$ cat config.mk
export PLATFORM = sky130hd
export DESIGN_NAME = key_debouncer_flat
export DESIGN_NICKNAME = d
export VERILOG_FILES = /design/src/rtl/key_debouncer_if.sv /design/src/rtl/key_debouncer.sv /design/src/flat_wrapper.sv
export SDC_FILE = /design/constraint.sdc
export NUM_CORES = 1
export LEC_CHECK = 0
export ABC_AREA = 1
export CAP_MARGIN = 15
export CORE_MARGIN = 3
export CORE_UTILIZATION = 57
export DETAILED_ROUTE_END_ITERATION = 7
export GPL_TIMING_DRIVEN = 0
export PLACE_DENSITY = 0.77
export SYNTH_ARGS = -nofsm -noshare
export SYNTH_HDL_FRONTEND = slang
export SYNTH_SLANG_ARGS = --single-unit
$ cat constraint.sdc
create_clock -name CLOCK_50 -period 1.7 [get_ports CLOCK_50]
set_input_delay 0.255 -clock CLOCK_50 [delete_from_list [all_inputs] [get_ports CLOCK_50]]
set_output_delay 0.255 -clock CLOCK_50 [all_outputs]
set_load 0.005 [all_outputs]
$ cat src/rtl/key_debouncer_if.sv
// ============================================================================
// key_debouncer_if : raw key inputs and debounced level/pulse outputs. Rev 1.0
// ============================================================================
`default_nettype none

interface key_debouncer_if #(
  parameter int N_KEYS = 4
);
  logic [N_KEYS-1:0] KEY;
  logic [N_KEYS-1:0] key_level;
  logic [N_KEYS-1:0] key_press;
  logic [N_KEYS-1:0] key_release;
  logic [N_KEYS-1:0] key_repeat;

  // master owns the buttons and consumes the debounced events
  modport master (
    output KEY,
    input  key_level,
    input  key_press,
    input  key_release,
    input  key_repeat
  );

  modport slave (
    input  KEY,
    output key_level,
    output key_press,
    output key_release,
    output key_repeat
  );
endinterface

`default_nettype wire

$ cat src/rtl/key_debouncer.sv
// ============================================================================
// key_debouncer : per-key sync, debounce, press/release/auto-repeat. Rev 1.0
// ============================================================================
`default_nettype none

module key_debouncer #(
  parameter int N_KEYS          = 4,
  parameter int DEBOUNCE_CYCLES = 1_000_000,
  parameter int REPEAT_DELAY    = 25_000_000,
  parameter int REPEAT_PERIOD   = 5_000_000
) (
  input  wire logic          CLOCK_50,
  input  wire logic          reset,
  key_debouncer_if.slave     bus
);

  localparam int c_DW   = $clog2(DEBOUNCE_CYCLES);
  localparam int c_RMAX = (REPEAT_DELAY > REPEAT_PERIOD) ? REPEAT_DELAY : REPEAT_PERIOD;
  localparam int c_TW   = $clog2(c_RMAX);

  localparam logic [c_DW-1:0] c_DEB_LAST    = c_DW'(DEBOUNCE_CYCLES - 1);
  localparam logic [c_TW-1:0] c_DELAY_LAST  = c_TW'(REPEAT_DELAY - 1);
  localparam logic [c_TW-1:0] c_PERIOD_LAST = c_TW'(REPEAT_PERIOD - 1);

  localparam logic [1:0] ST_IDLE   = 2'd0;
  localparam logic [1:0] ST_HOLD   = 2'd1;
  localparam logic [1:0] ST_REPEAT = 2'd2;

  for (genvar i = 0; i < N_KEYS; i++) begin : g_key
    logic [1:0]      r_sync;
    logic [c_DW-1:0] r_cnt;
    logic            r_level;
    logic            r_press;
    logic            r_release;
    logic            r_repeat;
    logic [1:0]      r_state;
    logic [c_TW-1:0] r_timer;

    logic            w_disagree;
    logic            w_settle;
    logic            w_press_evt;
    logic            w_release_evt;
    logic [1:0]      w_state_nxt;
    logic [c_TW-1:0] w_timer_nxt;
    logic            w_repeat_nxt;

    assign w_disagree    = r_sync[1] != r_level;
    assign w_settle      = w_disagree && (r_cnt == c_DEB_LAST);
    assign w_press_evt   = w_settle && r_sync[1];
    assign w_release_evt = w_settle && !r_sync[1];

    always_ff @(posedge CLOCK_50) begin
      if (reset) begin
        r_sync    <= 2'b00;
        r_cnt     <= '0;
        r_level   <= 1'b0;
        r_press   <= 1'b0;
        r_release <= 1'b0;
      end else begin
        r_sync <= {r_sync[0], ~bus.KEY[i]};
        if (!w_disagree || w_settle) begin
          r_cnt <= '0;
        end else begin
          r_cnt <= r_cnt + c_DW'(1);
        end
        if (w_settle) begin
          r_level <= r_sync[1];
        end
        r_press   <= w_press_evt;
        r_release <= w_release_evt;
      end
    end

    // The FSM follows the debounce events rather than the registered pulses,
    // so the registered repeat lands exactly REPEAT_DELAY after key_press.
    always_ff @(posedge CLOCK_50) begin
      if (reset) begin
        r_state  <= ST_IDLE;
        r_timer  <= '0;
        r_repeat <= 1'b0;
      end else begin
        r_state  <= w_state_nxt;
        r_timer  <= w_timer_nxt;
        r_repeat <= w_repeat_nxt;
      end
    end

    always_comb begin
      w_state_nxt = r_state;
      w_timer_nxt = r_timer;
      case (r_state)
        ST_IDLE: begin
          if (w_press_evt) begin
            w_state_nxt = ST_HOLD;
            w_timer_nxt = '0;
          end
        end
        ST_HOLD: begin
          if (w_release_evt) begin
            w_state_nxt = ST_IDLE;
            w_timer_nxt = '0;
          end else if (r_timer == c_DELAY_LAST) begin
            w_state_nxt = ST_REPEAT;
            w_timer_nxt = '0;
          end else begin
            w_timer_nxt = r_timer + c_TW'(1);
          end
        end
        ST_REPEAT: begin
          if (w_release_evt) begin
            w_state_nxt = ST_IDLE;
            w_timer_nxt = '0;
          end else if (r_timer == c_PERIOD_LAST) begin
            w_timer_nxt = '0;
          end else begin
            w_timer_nxt = r_timer + c_TW'(1);
          end
        end
        default: begin
          w_state_nxt = ST_IDLE;
          w_timer_nxt = '0;
        end
      endcase
    end

    // A repeat falling due on the release edge is dropped.
    always_comb begin
      w_repeat_nxt = 1'b0;
      if (!w_release_evt) begin
        if (r_state == ST_HOLD && r_timer == c_DELAY_LAST) begin
          w_repeat_nxt = 1'b1;
        end else if (r_state == ST_REPEAT && r_timer == c_PERIOD_LAST) begin
          w_repeat_nxt = 1'b1;
        end
      end
    end

    assign bus.key_level[i]   = r_level;
    assign bus.key_press[i]   = r_press;
    assign bus.key_release[i] = r_release;
    assign bus.key_repeat[i]  = r_repeat;
  end

endmodule

`default_nettype wire

$ cat src/flat_wrapper.sv
// flat-port wrapper written by rule: the top's interface ports become plain ports
module key_debouncer_flat 
#(
  parameter int N_KEYS          = 4,
  parameter int DEBOUNCE_CYCLES = 1_000_000,
  parameter int REPEAT_DELAY    = 25_000_000,
  parameter int REPEAT_PERIOD   = 5_000_000
)
  (CLOCK_50, reset, bus_KEY, bus_key_level, bus_key_press, bus_key_release, bus_key_repeat);
  key_debouncer_if #(.N_KEYS(N_KEYS)) bus_i ();
  input  wire logic CLOCK_50;
  input  wire logic reset;
  input wire logic [$bits(bus_i.KEY)-1:0] bus_KEY;
  output wire logic [$bits(bus_i.key_level)-1:0] bus_key_level;
  output wire logic [$bits(bus_i.key_press)-1:0] bus_key_press;
  output wire logic [$bits(bus_i.key_release)-1:0] bus_key_release;
  output wire logic [$bits(bus_i.key_repeat)-1:0] bus_key_repeat;
  assign bus_i.KEY = bus_KEY;
  assign bus_key_level = bus_i.key_level;
  assign bus_key_press = bus_i.key_press;
  assign bus_key_release = bus_i.key_release;
  assign bus_key_repeat = bus_i.key_repeat;
  key_debouncer #(.N_KEYS(N_KEYS), .DEBOUNCE_CYCLES(DEBOUNCE_CYCLES), .REPEAT_DELAY(REPEAT_DELAY), .REPEAT_PERIOD(REPEAT_PERIOD)) u_core (.CLOCK_50(CLOCK_50), .reset(reset), .bus(bus_i));
endmodule
==> results of run 1 <==
==> path summary, 6_finish.rpt <==
path,startpoint,to,cells after the start
setup / recovery,u_core.g_key[1].r_timer[3],u_core.g_key[1].r_timer[23],10
hold / removal,bus_KEY[0],u_core.g_key[0].r_sync[0],2
setup reg to reg,u_core.g_key[1].r_timer[3],u_core.g_key[1].r_timer[23],10
hold reg to reg,u_core.g_key[0].r_sync[0],u_core.g_key[0].r_sync[1],2
==> metal layers <==
metal,up-vias,GRT usage [%],wire (um)
li1,6770,-,-
met1,6748,35.2,16300
met2,727,49.0,21300
met3,198,4.06,3100
met4,2,8.87,2090
met5,-,0,7
==> power by group <==
group	internal, W	total [W]	switching [W]
clock network	0.00305	0.00522	0.00216
registers	0.00498	0.00501	0.0000318
logic	0.000460	0.00120	0.000736
==> placed cells by master (no fill, tap or decap), types with 10 or more instances in the layout <==
| master | synthesis | routed |
|---|---|---|
| a21oi_2 | 8 | 85 |
| buf_6 | 6 | 40 |
| o21bai_1 | 15 | 15 |
| dfxtp_4 | 0 | 12 |
| o21ai_0 | 25 | 19 |
| nor2_2 | 10 | 46 |
| nor2_4 | 4 | 49 |
| xor2_1 | 50 | 50 |
| or2_2 | 13 | 12 |
| dfxtp_1 | 212 | 142 |
| buf_4 | 22 | 120 |
| a21oi_1 | 137 | 60 |
| clkdlybuf4s50_1 | 0 | 13 |
| nand3_4 | 0 | 19 |
| ha_1 | 20 | 11 |
| nor3_4 | 3 | 10 |
| nand2_2 | 7 | 90 |
| nand4_1 | 34 | 34 |
| nor2_1 | 386 | 305 |
| inv_1 | 213 | 204 |
| nand3_2 | 8 | 17 |
| dfxtp_2 | 0 | 58 |
| nor3_1 | 37 | 33 |
| nand3_1 | 114 | 86 |
| inv_2 | 8 | 12 |
| clkbuf_16 | 0 | 30 |
| nand2_1 | 601 | 447 |
| nand2_4 | 2 | 67 |
| xnor2_1 | 16 | 15 |
| clkbuf_1 | 24 | 15 |
==> sequential cells by signal, indices dropped and copies added, names as in the netlist <==
name                    flops
u_core.g_key.r_cnt         80
u_core.g_key.r_level        4
u_core.g_key.r_press        4
u_core.g_key.r_release      4
u_core.g_key.r_repeat       4
u_core.g_key.r_state        8
u_core.g_key.r_sync         8
u_core.g_key.r_timer      100
==> cell usage after synthesis (all sizes together) (15+ instances only) <==
master / number
xor2: 50
dfxtp: 212
ha: 20
a21oi: 145
nand4: 34
nor2: 400
inv: 221
o21ai: 25
or2: 15
buf: 46
xnor2: 16
nand3: 122
clkbuf: 24
nor3: 45
nand2: 610
o21bai: 15
==> logic make-up after synthesis <==
family / count (synthesis) / synth area share [%]
AOI/OAI and AO/OA: 195 / 8.43
and+or+nand+nor: 1247 / 41.6
DFF: 212 / 33.6
buffers and inverters: 292 / 9.82
adders and majority gates: 20 / 1.98
xor gates and xnor gates: 66 / 4.57
==> final cells by class <==
type	count	area, um^2	area share, %
inverter	222	851	4.79
clock buffer	36	717	4.04
timing repair buffer	169	1660	9.33
tap	275	344	1.94
clock inverter	7	62.6	0.352
sequential	212	4360	24.6
buffer	70	608	3.43
multi-input combinational	1528	9150	51.5
==> critical path: cells and delay by family (launching register included) <==
kind / cells / cell delay [ns]
AOI/OAI and AO/OA: 1 / 0.12
buffers and inverters: 1 / 0.17
DFF: 1 / 0.41
and+or+nand+nor: 8 / 1.10
==> timing repair <==
item                                    4_1_cts  5_1_grt
gates resized for setup                     265      487
endpoints found under the setup margin      182      169
buffers inserted                             58       77
hold endpoints to repair                      0        0
cloned                                       10        6
pin swaps                                    84      142
==> metrics by stage <==
step           worst slack [ns]  total power, W  cells  utilization (%)  cell area [um^2]
2_1_floorplan            0.0306         0.00554   2032                -             12600
3_5_place_dp             -0.977         0.00573   2328             61.6             13200
6_report                 -0.210          0.0114   2519             82.9             17700
3_3_place_gp             -0.928         0.00572   2328             61.6             13200
4_1_cts                 -0.0915          0.0111   2439             72.0             15400
5_1_grt                  -0.280          0.0117   2519             82.9             17700
==> run_results.csv, run 1 <==
group,metric,value,unit
outcome,status,"complete, but fails checks",
outcome,violations,"negative setup slack",
sta,setup_viol,119,
routing,postRouteWirelength,42.7,mm
routing,first_pass_iters,8,
routing,drtIter0Drc,1595,
place,numPortBuffers,21,
clock_tree,cts_hold_buffers,0,
yosys,synthArstFlopShare,0,%
critical_path,cp.arrival,2.33,ns
critical_path,cp_slowest_stage_delay,0.41,ns
yosys,synth-seq-area-share,33.6,%
yosys,synth.top_cell.area_share,33.6,%
floorplan,die_w,155,um
power,ir_worst_vdd,0.892,mV
floorplan,core_region_area,21400,um^2
critical_path,crit_required,2.12,ns
global_routing,grt_max_degree,13,
power,p_per_area,643,nW/um^2
sta,rsz0062_at_grt,"yes",
yosys,synthTopCellsByArea,"dfxtp_1, nand2_1, nor2_1, inv_1, a21oi_1",
clock_tree,clockRootBuffer,"clkbuf_16",
clock_tree,cts.clk_slew.worst_paths,0.06,ns
sta,setup_ws,-0.210,ns
floorplan,fp.dieArea,24000,um^2
yosys,synth_edf_count,0,
sta,hold_viol,0,
yosys,synth_top_area_cell,"dfxtp_1",
sta,period_minus_slack,1.91,ns
sta,hold_ws,0.275,ns
routing,ant_nets,0,
clock_tree,cts_tree,"yes",
sta,finalSetupTns,-16.02,ns
critical_path,path_max_fanout,7,
critical_path,timing.critical_path.cells,"nand2_2 -> nor2_4 -> nand2_2 -> nor2_4 -> nand4_1 -> nand3_4 -> nand2_8 -> buf_12 -> a21oi_2 -> nor2_1",
clock_tree,cts.path.max_buffers,3,
sta,period_share,112,%
global_routing,grt_pass1_vias,12600,
routing,vias_per_cell,5.73,
routing,post_drt_wl_per_cell,17.0,um
yosys,postSynthCellCount,2032,
global_routing,track_usage,27.9,%
routing,drc_errors,0,
power,leakagePower,7.24,nW
routing,dr_total_vias,14400,
sta,fmax,0.524,GHz
critical_path,critPathSlowestCell,"dfxtp_1",
floorplan,dieHeight,155,um
yosys,synth-main-ff-cell,"dfxtp_1",
global_routing,overflow,0,
clock_tree,clock_sinks,212,
floorplan,start_util,59.0,%
floorplan,ios,22,
place,hpwl,22.3,mm
critical_path,critPathLaunchType,"flop",
clock_tree,clock_latency,0.52,ns
critical_path,crit_path_end_kind,"flop",
yosys,synth_seq_cells,212,
hold_path,hp-class,"primary input to flop",
final_layout,finalNetCount,2253,
sta,slew_viol_final,0,
place,place.gp.congestion,0.972,
global_routing,grt_pass1_wl,57.6,mm
yosys,yosysWarnings,0,
job,maxCapViolCount,0,
global_routing,antenna_found_initial,1,
yosys,syn_nets,2058,
sta,worstMarginPinSlew,0.823,ns
clock_tree,htreeDepth,1,
final_layout,n_antenna_cell,0,
yosys,synth_cell_types,39,
sta,finalClockSkew,0.00966,ns
yosys,syn_area,12600,um^2
floorplan,rows,53,
yosys,synth_area_per_cell,6.22,um^2
critical_path,r2r_slack,-0.21,ns
final_layout,fillers,1306,
sta,slew-limit-headroom,45.1,%
final_layout,syn_to_final_growth,40.4,%
final_layout,drive_gt1_share,33.5,%
clock_tree,cts_buffers,24,
critical_path,path_class,"flop to flop",
No activity file was read; power rests on OpenSTA's default activity.
==> run 2, diff against run 1 <==
--- a/config.mk
+++ b/config.mk
@@ -11,7 +11,7 @@
 export CORE_UTILIZATION = 57
 export DETAILED_ROUTE_END_ITERATION = 7
 export GPL_TIMING_DRIVEN = 0
-export PLACE_DENSITY = 0.77
+export PLACE_DENSITY = 0.75
 export SYNTH_ARGS = -nofsm -noshare
 export SYNTH_HDL_FRONTEND = slang
 export SYNTH_SLANG_ARGS = --single-unit
==> run_results.csv, run 2 (synthesis gave the netlist of run 1 again) <==
group,metric,value,unit
outcome,status,"complete, but fails checks",
outcome,violations,"negative setup slack",
critical_path,critPathLaunchType,"flop",
critical_path,cp_common_cell,"nand2_4",
global_routing,grt_pass1_vias,12200,
final_layout,n_antenna_cell,0,
global_routing,track_usage,27.4,%
power,p_seq_share,43.4,%
power,p_per_area,682,nW/um^2
floorplan,fp.dieArea,24000,um^2
final_layout,mostFrequentLayoutCell,"nand2_1",
place,numPortBuffers,21,
floorplan,die_w,155,um
critical_path,rr_worst_depth,11,
clock_tree,clockRootBuffer,"clkbuf_16",
global_routing,antenna_found_initial,0,
final_layout,mostFrequentLayoutCells,"nand2_1, nor2_1, inv_1",
power,switchingPower,0.00281,W
final_layout,top_regs,"u_core.g_key.r_timer x100, u_core.g_key.r_cnt x80",
routing,drtIter0Drc,1032,
sta,worstMarginPinSlew,0.917,ns
sta,slew-limit-headroom,38.9,%
final_layout,fillers,1473,
critical_path,cp_slowest_stage_delay,0.37,ns
floorplan,rows,53,
clock_tree,cts_hold_buffers,0,
clock_tree,clock_latency,0.53,ns
critical_path,timing.rr.start,"u_core.g_key[0].r_timer[0]",
clock_tree,clock_sinks,212,
power,combPwrFrac,9.6,%
power,ir_worst_vdd,0.792,mV
sta,period_share,110,%
final_layout,multi_input_comb_area,8690,um^2
final_layout,largest_register,"u_core.g_key.r_timer",
critical_path,crit_path_end_kind,"flop",
final_layout,finalNetCount,2232,
sta,fmax,0.534,GHz
critical_path,path_class,"flop to flop",
routing,post_drt_wl_per_cell,15.5,um
critical_path,cp.arrival,2.24,ns
clock_tree,cts_buffers,24,
sta,finalClockSkew,0.0293,ns
power,p_int,0.00876,W
final_layout,regArea,4340,um^2
place,hpwl,22.1,mm
clock_tree,cts.path.max_buffers,3,
final_layout,layoutNonFillerInstCount,2493,
sta,finalSetupTns,-9.00,ns
clock_tree,cts_tree,"yes",
routing,first_pass_iters,6,
floorplan,ios,22,
global_routing,grt_pass1_wl,56.6,mm
routing,dr_total_vias,13800,
critical_path,r2r_slack,-0.17,ns
routing,ant_nets,0,
routing,drc_errors,0,
hold_path,min_from,"bus_KEY[1]",
job,maxCapViolCount,0,
power,swShare,24.3,%
final_layout,largest_register_ffs,100,
power,leakagePower,6.65,nW
critical_path,timing.critical_path.cells,"ha_4 -> nand2_4 -> nor2_4 -> nand2_4 -> nor2_4 -> nand4_1 -> nand3_2 -> nand2_4 -> buf_6 -> nand2_1 -> a21oi_1",
clock_tree,htreeDepth,1,
routing,vias_per_cell,5.54,
sta,slew_viol_final,0,
critical_path,crit_required,2.07,ns
place,placed_cells,2328,
critical_path,r2r-end,"u_core.g_key[0].r_timer[12]",
power,p_clk_share,47.0,%
final_layout,syn_to_final_growth,34.1,%
floorplan,dieHeight,155,um
global_routing,grt_max_degree,14,
sta,period_minus_slack,1.87,ns
hold_path,hold_depth,2,
clock_tree,cts.clk_slew.worst_paths,0.07,ns
floorplan,start_util,59.0,%
global_routing,overflow,0,
hold_path,hp-class,"primary input to flop",
floorplan,core_region_area,21400,um^2
sta,setup_ws,-0.173,ns
critical_path,path_max_fanout,8,
routing,postRouteWirelength,38.6,mm
critical_path,critPathSlowestCell,"dfxtp_4",
sta,rsz0062_at_grt,"yes",
final_layout,drive_gt1_share,29.4,%
sta,setup_viol,107,
place,place.gp.congestion,0.962,
hold_path,worstHoldEndpoint,"u_core.g_key[1].r_sync[0]",
sta,hold_viol,0,
==> run 2: cell count changes in the layout (fill, tap and decap cells not counted), moves of 7 or more <==
cell | previous run | this run
nand2_1 | 447 | 487
nand2_4 | 67 | 37
a21oi_2 | 85 | 62
a21oi_1 | 60 | 82
nor2_4 | 49 | 40
buf_12 | 9 | 1
nor2_1 | 305 | 313
dfxtp_1 | 142 | 149
nand2_2 | 90 | 83
==> run 2: power groups by stage <==
stage | registers, W | clock network (W) | logic [W]
6_report | 0.00502 | 0.00543 | 0.00111
5_1_grt | 0.00502 | 0.00570 | 0.00117
4_1_cts | 0.00502 | 0.00548 | 0.000803
3_5_place_dp | 0.00513 | 0 | 0.000601
3_3_place_gp | 0.00513 | 0 | 0.000598
2_1_floorplan | 0.00513 | 0 | 0.000414
==> run 2: routing by layer <==
layer  part of all wire [%]  vias up  GRT usage (%)
met5                      0        -              0
met4                    4.1        0           8.66
met3                    5.8      153           3.09
met2                     49      540           47.9
met1                     41     6404           35.5
li1                       -     6710              -
==> run 2: how the worst max path moves through the flow <==
stage          cells after the start                     endpoint  slack (ns)                  startpoint
3_5_place_dp                       5      u_core.g_key[1].r_press       -1.03                       reset
2_1_floorplan                     11   u_core.g_key[2].r_timer[6]        0.03    u_core.g_key[2].r_cnt[0]
3_3_place_gp                       5    u_core.g_key[2].r_sync[0]       -1.04                       reset
5_1_grt                           13   u_core.g_key[1].r_state[0]       -0.25    u_core.g_key[1].r_cnt[7]
4_1_cts                           11   u_core.g_key[0].r_timer[9]       -0.05  u_core.g_key[0].r_timer[1]
6_report                          11  u_core.g_key[0].r_timer[12]       -0.17  u_core.g_key[0].r_timer[0]
==> run 2: area by class of cell <==
class,instances,area share [%]
Clock buffer,29,3.90
Multi-Input combinational cell,1528,51.3
Timing Repair Buffer,148,7.96
Sequential cell,212,25.6
Inverter,222,4.99
Tap cell,275,2.03
Clock inverter,9,0.885
Buffer,70,3.38
==> run 2: through the flow <==
step                hold WS [ns]  setup WS [ns]  utilization, %  cell area [um^2]  total power (W)
floorplan                  0.322         0.0306               -             12600          0.00554
global placement           0.392          -1.04            61.6             13200          0.00573
detailed placement         0.396          -1.03            61.6             13200          0.00573
CTS                        0.227        -0.0545            71.5             15300           0.0113
global route               0.232         -0.251            79.2             17000           0.0119
finish                     0.235         -0.173            79.2             17000           0.0116
==> run 2: worst max-delay path: cells and delay by family (launching register included) <==
| family | cells | cell delay, ns |
|---|---|---|
| flops | 1 | 0.37 |
| compound gates | 1 | 0.05 |
| simple gates | 8 | 0.95 |
| buf+inv | 1 | 0.17 |
| fa+ha+maj | 1 | 0.15 |
==> run 2: timing repair <==
item	in CTS	in global routing
cloned	7	7
pin swaps	79	101
setup endpoints to repair	181	185
resized for setup	246	367
setup buffers	65	51
hold endpoints to repair	0	0
==> run 3, diff against run 2 <==
--- a/config.mk
+++ b/config.mk
@@ -7,11 +7,11 @@
 export LEC_CHECK = 0
 export ABC_AREA = 1
 export CAP_MARGIN = 15
-export CORE_MARGIN = 3
 export CORE_UTILIZATION = 57
 export DETAILED_ROUTE_END_ITERATION = 7
 export GPL_TIMING_DRIVEN = 0
 export PLACE_DENSITY = 0.75
+export SLEW_MARGIN = 20
 export SYNTH_ARGS = -nofsm -noshare
 export SYNTH_HDL_FRONTEND = slang
 export SYNTH_SLANG_ARGS = --single-unit
==> run_results.csv, run 3 (synthesis gave the netlist of run 1 again) <==
group,metric,value,unit
critical_path,r2r-end,"u_core.g_key[2].r_state[0]",
critical_path,path_max_fanout,4,
final_layout,mostFrequentLayoutCells,"nand2_1, nor2_1, inv_1",
sta,period_minus_slack,1.88,ns
global_routing,grt_pass1_wl,54.6,mm
floorplan,start_util,58.1,%
final_layout,largest_register_ffs,100,
critical_path,path_class,"flop to flop",
critical_path,crit_path_end_kind,"flop",
hold_path,min_from,"bus_KEY[2]",
clock_tree,cts_buffers,25,
floorplan,die_w,151,um
floorplan,core_region_area,21800,um^2
routing,drc_errors,0,
sta,hold_viol,0,
floorplan,fp.dieArea,22800,um^2
sta,slew_viol_final,0,
routing,post_drt_wl_per_cell,15.9,um
global_routing,grt_pass1_vias,11900,
floorplan,rows,54,
place,numPortBuffers,21,
clock_tree,cts.path.max_buffers,3,
clock_tree,clockRootBuffer,"clkbuf_16",
sta,finalClockSkew,0.0104,ns
power,p_per_area,686,nW/um^2
critical_path,r2r_slack,-0.18,ns
sta,finalSetupTns,-12.42,ns
global_routing,overflow,0,
final_layout,finalNetCount,2228,
routing,vias_per_cell,5.59,
hold_path,worstHoldEndpoint,"u_core.g_key[2].r_sync[0]",
sta,period_share,111,%
clock_tree,clock_sinks,212,
job,maxCapViolCount,0,
global_routing,track_usage,29.2,%
critical_path,rr_worst_depth,13,
critical_path,cp.arrival,2.30,ns
sta,setup_viol,126,
routing,first_pass_iters,6,
sta,setup_ws,-0.183,ns
clock_tree,cts.clk_slew.worst_paths,0.06,ns
final_layout,drive_gt1_share,32.5,%
outcome,status,"complete, but fails checks",
place,place_ws,-1.10,ns
power,power,0.0121,W
power,ir_worst_vdd,0.688,mV
clock_tree,cts_tree,"yes",
final_layout,top_regs,"u_core.g_key.r_timer x100, u_core.g_key.r_cnt x80",
power,leakagePower,7.33,nW
outcome,violations,"negative setup slack",
place,place.gp.congestion,0.990,
final_layout,largest_register,"u_core.g_key.r_timer",
clock_tree,htreeDepth,1,
final_layout,fillers,1355,
clock_tree,clock_latency,0.53,ns
critical_path,crit_required,2.12,ns
final_layout,n_antenna_cell,0,
critical_path,critPathLaunchType,"flop",
floorplan,ios,22,
hold_path,hold_depth,2,
global_routing,antenna_found_initial,0,
routing,dr_total_vias,14000,
place,hpwl,21.8,mm
hold_path,hp-class,"primary input to flop",
sta,slew-limit-headroom,41.2,%
sta,rsz0062_at_grt,"yes",
sta,fmax,0.531,GHz
final_layout,syn_to_final_growth,40.0,%
routing,drtIter0Drc,1228,
routing,ant_nets,0,
global_routing,grt_max_degree,14,
routing,postRouteWirelength,39.8,mm
sta,worstMarginPinSlew,0.882,ns
critical_path,timing.rr.start,"u_core.g_key[2].r_cnt[0]",
floorplan,dieHeight,151,um
final_layout,mostFrequentLayoutCell,"nand2_1",
-- run 3: cell types whose count changed in the layout (fill, tap and decap cells not counted), moves of 15 or more --
cell / change
nor2_4: +15
a21oi_1: -24
nand2_4: +54
buf_4: -21
nand2_1: -38
nand2_2: -18
a21oi_2: +25
-- run 3: final cells by class --
cell class	count	area, um^2	share of cell area (%)
Clock inverter	13	196	1.11
Multi-Input combinational cell	1528	9250	52.2
Clock buffer	32	692	3.91
Inverter	222	860	4.86
Sequential cell	212	4330	24.5
Tap cell	280	350	1.98
Buffer	70	597	3.37
Timing Repair Buffer	143	1430	8.06
-- run 3: critical path, cell delays in order (launching register included) --
cell and delay, ns:
dfxtp_2 0.35, ha_4 0.15, nand2_4 0.05, inv_4 0.07
nand2_4 0.05, nor3_4 0.24, buf_6 0.15, nand3_4 0.12
nand2_1 0.19, nand2_4 0.08, nor2_4 0.13, nand2_1 0.07
nand2_1 0.07, nor2_1 0.06
-- run 3: how the worst max path moves through the flow --
stage	from	end	slack (ns)
after floorplan	u_core.g_key[2].r_cnt[0]	u_core.g_key[2].r_timer[6]	0.03
after global placement	reset	u_core.g_key[3].r_release	-1.11
after detailed placement	reset	u_core.g_key[3].r_release	-1.10
after CTS	u_core.g_key[2].r_cnt[1]	u_core.g_key[2].r_timer[11]	-0.14
after global routing	u_core.g_key[2].r_cnt[0]	u_core.g_key[2].r_state[0]	-0.30
final	u_core.g_key[2].r_cnt[0]	u_core.g_key[2].r_state[0]	-0.18
-- run 3: report_power, final --
group	internal [W]	switching [W]	total [W]
clock	0.00363	0.00228	0.00590
sequential	0.00499	0.0000298	0.00502
combinational	0.000460	0.000760	0.00122
-- run 3: timing repair --
item,CTS,global route
pin swaps,84,139
setup buffers,59,50
hold endpoints to repair,0,0
hold buffers,0,0
cloned,12,5
setup endpoints to repair,166,190
resized for setup,298,478
-- run 3: stage by stage --
step | instances | hold WS, ns | area [um^2] | util [%]
6_report | 2500 | 0.232 | 17700 | 81.4
5_1_grt | 2500 | 0.232 | 17700 | 81.4
4_1_cts | 2449 | 0.223 | 15600 | 71.9
3_5_place_dp | 2333 | 0.395 | 13200 | 60.7
3_3_place_gp | 2333 | 0.392 | 13200 | 60.7
2_1_floorplan | 2032 | 0.322 | 12600 | -
-- run 3: metal layers --
metal	up-vias	global-route usage (%)	share of wire [%]
met4	0	8.30	3.8
met1	6531	38.7	41
met2	577	49.5	49
met5	-	0	0
li1	6718	-	-
met3	140	3.70	6.4
